File: config.mk
export PLATFORM = sky130hd
export DESIGN_NAME = fpcvt_ret_queue
export DESIGN_NICKNAME = d
export VERILOG_FILES = /design/src/rtl/fpcvt_ret_queue.sv
export SDC_FILE = /design/constraint.sdc
export NUM_CORES = 1
export LEC_CHECK = 0
export BUFFER_PORTS_ARGS = -buffer_cell sky130_fd_sc_hd__buf_2
export CAP_MARGIN = 5
export CORE_AREA = 4 4 160 162
export DETAILED_ROUTE_END_ITERATION = 12
export DIE_AREA = 0 0 164 166
export PLACE_DENSITY = 0.77
export SYNTH_ARGS = -nofsm -noshare
export SYNTH_HDL_FRONTEND = slang
export SYNTH_SLANG_ARGS = --single-unit
File: constraint.sdc
create_clock -name clk -period 4.5 [get_ports clk]
set_clock_uncertainty 0.05 [all_clocks]
set_input_delay 0.225 -clock clk [delete_from_list [all_inputs] [get_ports clk]]
set_output_delay 0.225 -clock clk [all_outputs]
set_load 0.01 [all_outputs]
File: src/rtl/fpcvt_ret_queue.sv
// fpcvt_ret_queue
// Return queue between the FP->int convert stage and the integer writeback
// port. Results, their alternate/exception flag and destination register tag
// are held in a circular buffer. The head entry is presented
// first-word-fall-through. There is no same-cycle bypass, so a pushed entry
// becomes visible one cycle after the push.
//
// Ports
//   clk      single clock, all state updates on posedge
//   rst      synchronous active-low reset
//   in_en    convert result valid this cycle
//   in_res   65-bit conversion result
//   in_alt   alternate/exception flag travelling with in_res
//   in_reg   9-bit destination register tag
//   flush    discard all queued and incoming entries
//   out_rdy  writeback accepts the head entry
//   out_en   head entry valid
//   out_res  head result (zero when empty)
//   out_alt  head alternate flag (zero when empty)
//   out_reg  head register tag (zero when empty)
//   stall    back-pressure to the convert-op scheduler
//   count    number of occupied entries
//   ovf      sticky: a result was dropped because the queue was full
module fpcvt_ret_queue #(
  parameter int DEPTH = 4
) (
  input  logic        clk,
  input  logic        rst,
  input  logic        in_en,
  input  logic [64:0] in_res,
  input  logic        in_alt,
  input  logic [8:0]  in_reg,
  input  logic        flush,
  input  logic        out_rdy,
  output logic        out_en,
  output logic [64:0] out_res,
  output logic        out_alt,
  output logic [8:0]  out_reg,
  output logic        stall,
  output logic [3:0]  count,
  output logic        ovf
);

  localparam int         PW      = (DEPTH > 1) ? $clog2(DEPTH) : 1;
  localparam logic [3:0] DEPTH_C = 4'(DEPTH);

  logic [64:0]   mem_res [DEPTH];
  logic          mem_alt [DEPTH];
  logic [8:0]    mem_reg [DEPTH];

  logic [PW-1:0] wr_ptr;
  logic [PW-1:0] rd_ptr;

  logic          pop;
  logic          push;
  logic          drop;

  // A flush ignores out_rdy, so no pop is counted in a flush cycle.
  assign pop  = out_en && out_rdy && !flush;
  // When full, a pop in the same cycle frees the slot the new entry takes.
  assign push = in_en && !flush && ((count < DEPTH_C) || pop);
  assign drop = in_en && !flush && (count == DEPTH_C) && !pop;

  always_ff @(posedge clk) begin
    if (!rst) begin
      wr_ptr <= '0;
      rd_ptr <= '0;
      count  <= '0;
      ovf    <= 1'b0;
    end else if (flush) begin
      wr_ptr <= '0;
      rd_ptr <= '0;
      count  <= '0;
      ovf    <= 1'b0;
    end else begin
      // DEPTH is a power of two, so pointer overflow is the modulo wrap.
      if (push) wr_ptr <= wr_ptr + PW'(1);
      if (pop)  rd_ptr <= rd_ptr + PW'(1);
      if (push && !pop)      count <= count + 4'd1;
      else if (pop && !push) count <= count - 4'd1;
      if (drop) ovf <= 1'b1;
    end
  end

  // Storage is not reset; validity is tracked by count alone.
  always_ff @(posedge clk) begin
    if (rst && push) begin
      mem_res[wr_ptr] <= in_res;
      mem_alt[wr_ptr] <= in_alt;
      mem_reg[wr_ptr] <= in_reg;
    end
  end

  assign out_en  = (count != 4'd0);
  assign out_res = out_en ? mem_res[rd_ptr] : '0;
  assign out_alt = out_en ? mem_alt[rd_ptr] : 1'b0;
  assign out_reg = out_en ? mem_reg[rd_ptr] : '0;

  // One entry of slack for a result already inside the convert pipeline.
  assign stall = (count >= (DEPTH_C - 4'd1));

endmodule

== Word-level counts from Yosys, hierarchy flattened ==
Memory sizes are Yosys's and may differ from the RTL's. A register that Yosys moved wholly into a read port is not among the register bits.
Index checks and enable logic that the tools add are counted.

* Eq/ne operators: 1
* $add $sub $neg: 4
* $lt $le $gt $ge: 2
* Bitwise logic cells: 1
* Reduce and logical (&&, ||, !) cells: 16
* Muxes and demuxes: 13

{| class="wikitable"
|+ Operators by type and width
! cell !! count
|-
| $mux W65 || 1
|-
| $mux W2 || 6
|-
| $logic_and A1 B1 Y1 || 9
|-
| $mux W9 || 1
|-
| $mux W4 || 2
|-
| $add A2 B1 Y2 const B || 2
|-
| $add A4 B1 Y4 const B || 1
|-
| $eq A4 B3 Y1 const B || 1
|-
| $ge A4 B2 Y1 const B || 1
|-
| $lt A4 B3 Y1 const B || 1
|-
| $reduce_bool A4 Y1 || 1
|-
| $sub A4 B1 Y4 const B || 1
|-
| $logic_not A1 Y1 || 3
|-
| $mux W1 || 3
|-
| $reduce_bool A2 Y1 || 1
|-
| $reduce_or A2 Y1 || 1
|-
| $logic_or A1 B1 Y1 || 1
|-
| $not A1 Y1 || 1
|}

* Input bits: 80
* Memories: 3
* Output and inout port bits: 82
* Bits in registers: 9
* RAM bits: 300
* Word-level logic and storage cells: 44

{| class="wikitable"
|+ Memories
! memory !! depth !! width !! rd ports !! clocked after Yosys merged registers in !! write ports !! line !! source
|-
| mem_res || 4 || 65 || 1 || 1 || 1 || 47 || <nowiki>logic [64:0] mem_res [DEPTH];</nowiki>
|-
| mem_reg || 4 || 9 || 1 || 1 || 1 || 49 || <nowiki>logic [8:0] mem_reg [DEPTH];</nowiki>
|-
| mem_alt || 4 || 1 || 1 || 1 || 1 || 48 || <nowiki>logic mem_alt [DEPTH];</nowiki>
|}

== Longest topological paths before layout ==
* Depth after elaboration: 9
* Depth in mapped cells: 12
* Depth with buffers taken out: 10

== Least setup slack after synthesis ==
Ideal clock, no wire load.

* Path type: reg-to-reg
* Start: reg count[3]
* End: mem mem_alt[0] (enable)
* Path slack: 1.338 ns
* Arrival time: 2.670 ns
* Setup time: 0.442 ns
* Data required time: 4.008 ns
* Cell stages (with the launch flop): 5
* Path buffers: 1
* Period minus slack after synthesis: 3.162 ns
* Path through: dfxtp_1 -> nor2_1 -> o21a_1 -> clkbuf_1 -> and3_1

* Longest elaborated chain between the ends: 8
* Elaborated cells between the ends (all ways): 9
* Classes of those cells: order compare: 1; mux: 2; reduce/logical: 6

{| class="wikitable"
|+ Ends and longest elaborated chain
! what !! line !! source
|-
| start, declared || 40 || <nowiki>output logic [3:0] count,</nowiki>
|-
| start signal, assigned || 79 || <nowiki>if (push && !pop) count <= count + 4'd1;</nowiki>
|-
| start signal, assigned || 80 || <nowiki>else if (pop && !push) count <= count - 4'd1;</nowiki>
|-
| branches (longest 3 deep; another with $lt A4 B3 Y1) || -- ||
|-
| $logic_or A1 B1 Y1 * || 61 || <nowiki>assign push = in_en && !flush && ((count < DEPTH_C) || pop);</nowiki>
|-
| $logic_and A1 B1 Y1 * || 61 ||
|-
| $logic_and A1 B1 Y1 * || 87 || <nowiki>if (rst && push) begin</nowiki>
|-
| $mux W1 * || 87 ||
|-
| $mux W1 (not written as such) * || 89 || <nowiki>mem_alt[wr_ptr] <= in_alt;</nowiki>
|-
| end, declared || 48 ||
|}

Every way passes the cells marked *.

== Worst setup path after layout ==
* Start: reg count[0]
* End: reg count[3]

* Longest elaborated chain between the ends: 8
* Elaborated cells between the ends (all ways): 15
* Classes of those cells: add/sub: 2; order compare: 1; mux: 2; reduce/logical: 10

{| class="wikitable"
|+ Ends and longest elaborated chain
! what
|-
| branches (longest 8 deep; another with $lt A4 B3 Y1)
|}

Parallel ways; which one is timed is not known. The select of a mux whose other input is x is not followed.
A chain may end at the register's enable or synchronous reset.

==> impl_results.md <==
* Number of library cell types mapped by synthesis at 31
* Final period util at 0.747
* Post-Route WL at 22900 um
* Worst Path Required at 4.87 ns
* First-pass GRT wire length at 36500 um
* Setup TNS at 0 ns
* Clock buffer depth at 3
* FF-to-FF End: count[3]$_SDFFE_PP0P_
* Setup CP Type: reg2reg
* Via count at 5974
* Warnings, synthesis at 0
* Core ar. at 24100 um^2
* Die W at 164 um
* Post-synth ARST share at 0
* Post-CTS Setup Inserts at 0
* HP Class: in2reg
* Worst-path maximum fanout at 78
* Most instantiated library cell after synthesis: edfxtp_1
* RSZ-0062 raised after global routing: false
* Area delta synth->final at 23.7%
* Endpoints failing setup at 0
* Layout cells sized above 1 at 0.359
* Largest net degree at the start of global routing at 79
* Synthesis-stage register bit count at 311
* CTS HTree Levels at 1
* # rows at 57
* # IOs at 162
* Number of flops mapped to enable cells by yosys at 300
* Synth top area share at 0.754
* Fillers at 1703
* Outcome: complete, no violations
* Syn Area/Cell at 21.9 um^2
* Main synth FF type: edfxtp_1
* Clock Sinks at 311
* Root Buffer: clkbuf_16
* DRC Markers at 0
* Final Slew Violations at 0
* Max reg flops at 260
* Chip height at 166 um
* Starting density of the core at 0.495
* Number of global-route vias before repair at 6668
* CTS tree: yes
* Worst Setup End Kind: flop
* GRT Overall Usage at 0.170
* Hold WS at 0.0395 ns
* Hold depth at 4
* Area contributors post-synth: edfxtp_1 75%, mux4_2 14%, and2_1 3.9%
* Syn_nets at 632
* Routability cong. at 0.784
* Vias per cell at 5.27
* Initial drt markers at 337
* DP Wirelength at 12600 um
* Most frequent cells after synthesis: 300 x edfxtp_1, 75 x and2_1, 75 x mux4_2
* FMAX at 297 MHz
* Max VDD drop at 0.293 mV
* Final Hold Fails at 0
* Total chip power at 6090 uW
* Worst R2R Setup Slack at 1.14 ns
* Slew HR at 0.248
* Hold Path End: rd_ptr[0]$_SDFFE_PP0N_
* Non-Filler Instances at 1134
* Area leader, netlist: edfxtp_1
* Placed Instances at 1006
* Worst R2R Start: count[0]$_SDFFE_PP0P_
* Final min period at 3.36 ns
* Post-Syn Instances at 544
* Slew at the pin closest to its max-slew limit at 1.13 ns
* Worst skew pair latency at 0.53 ns
* Pre-antenna DRT Iters at 6
* Layout Nets at 877
* Die area at 27200 um^2
* Arr. time, crit path at 3.74 ns
* Reg clk slew, reported paths at 0.06 ns
* Synthesized area at 11900 um^2
* Max-cap violations at 0
* Seq/Total Area, Yosys at 0.773
* Antenna violation net count after detailed routing at 0
* Utilization after layout at 0.613
* Leak at 0.00510 uW
* Diodes inserted at 0
* GR Overflow Total at 0
* Buffers on Ports at 161
* CTS buffer count at 30
* R2R cell count at 10
* Initial antenna violation count at 0
* Power per cell area at 413 nW/um^2
* Hold Path Origin: out_rdy
* WL per Instance at 20.2 um
* Startpoint types: flop
-- worst max-delay path, cell delays in order (launching register included) --
cell      delay (ns)
dfxtp_1         0.49
or4_4           0.72
nand2_2         0.16
or2_2           0.31
ha_1            0.22
inv_1           0.15
ha_1            0.29
a21oi_1         0.22
a211oi_1        0.12
a31oi_1         0.18
mux2_2          0.35
-- worst max-delay path by stage --
stage	start	end	slack [ns]	depth (start not counted)
after global placement	count[0]$_SDFFE_PP0P_	count[3]$_SDFFE_PP0P_	1.33	10
after detailed placement	count[0]$_SDFFE_PP0P_	count[3]$_SDFFE_PP0P_	1.16	10
after global routing	count[0]$_SDFFE_PP0P_	count[3]$_SDFFE_PP0P_	0.81	10
after floorplan	count[3]$_SDFFE_PP0P_	mem_alt[0]$_DFFE_PP_	1.34	4
final	count[0]$_SDFFE_PP0P_	count[3]$_SDFFE_PP0P_	1.14	10
after CTS	count[0]$_SDFFE_PP0P_	count[3]$_SDFFE_PP0P_	1.14	10
-- repair_timing --
action	in CTS	in global routing
hold buffers	75	0
resized for setup	0	0
hold endpoints to repair	300	0
-- cell usage in the layout, fill, tap and decap left out, types with 4 or more instances in the layout --
| cell | count |
|---|---|
| nor2_1 | 15 |
| buf_4 | 4 |
| mux4_2 | 75 |
| edfxtp_1 | 300 |
| inv_1 | 4 |
| dlygate4sd3_1 | 75 |
| and2_1 | 75 |
| ha_1 | 7 |
| buf_2 | 161 |
| clkbuf_16 | 31 |
| clkbuf_8 | 4 |
| and3_4 | 4 |
| clkbuf_1 | 11 |
| dfxtp_1 | 9 |
-- power by group --
part / internal, uW / total [uW] / leakage (uW) / switching (uW)
clock: 1440 / 2410 / 0.000465 / 977
combinational: 222 / 455 / 0.00184 / 233
sequential: 3210 / 3230 / 0.00280 / 19.9
total: 4860 / 6090 / 0.00510 / 1230
-- final cells by class --
type	instances	area, um^2	share of cell area
Inverter	4	15.0	0.00102
Sequential cell	311	9240	0.625
Clock inverter	7	85.1	0.00576
Multi-Input combinational cell	201	2550	0.173
Clock buffer	46	872	0.0590
Timing Repair Buffer	241	1610	0.109
Tap cell	324	405	0.0274
-- logic make-up after synthesis --
logic type                 Yosys count  share of synthesized area
AOI/OAI and AO/OA                    6                    0.00314
xor gates and xnor gates             5                    0.00430
adders and majority gates            8                    0.00901
buffers and inverters               32                     0.0153
DFF                                311                      0.773
muxes                               78                      0.144
and+or+nand+nor                    104                     0.0512
-- metal layers --
layer	GRT usage	vias up	wire length, um
met5	0	-	0
met4	0.0405	0	369
met3	0.0315	32	1210
met2	0.303	161	12000
met1	0.217	3089	9230
li1	-	2692	-
-- metrics by stage --
| step | worst slack, ns | cell area (um^2) |
|---|---|---|
| floorplan | 1.34 | 11900 |
| global placement | 1.33 | 13100 |
| detailed placement | 1.16 | 13100 |
| CTS | 1.14 | 14800 |
| global route | 0.806 | 14800 |
| finish | 1.14 | 14800 |
No activity file was read; power rests on OpenSTA's default activity.
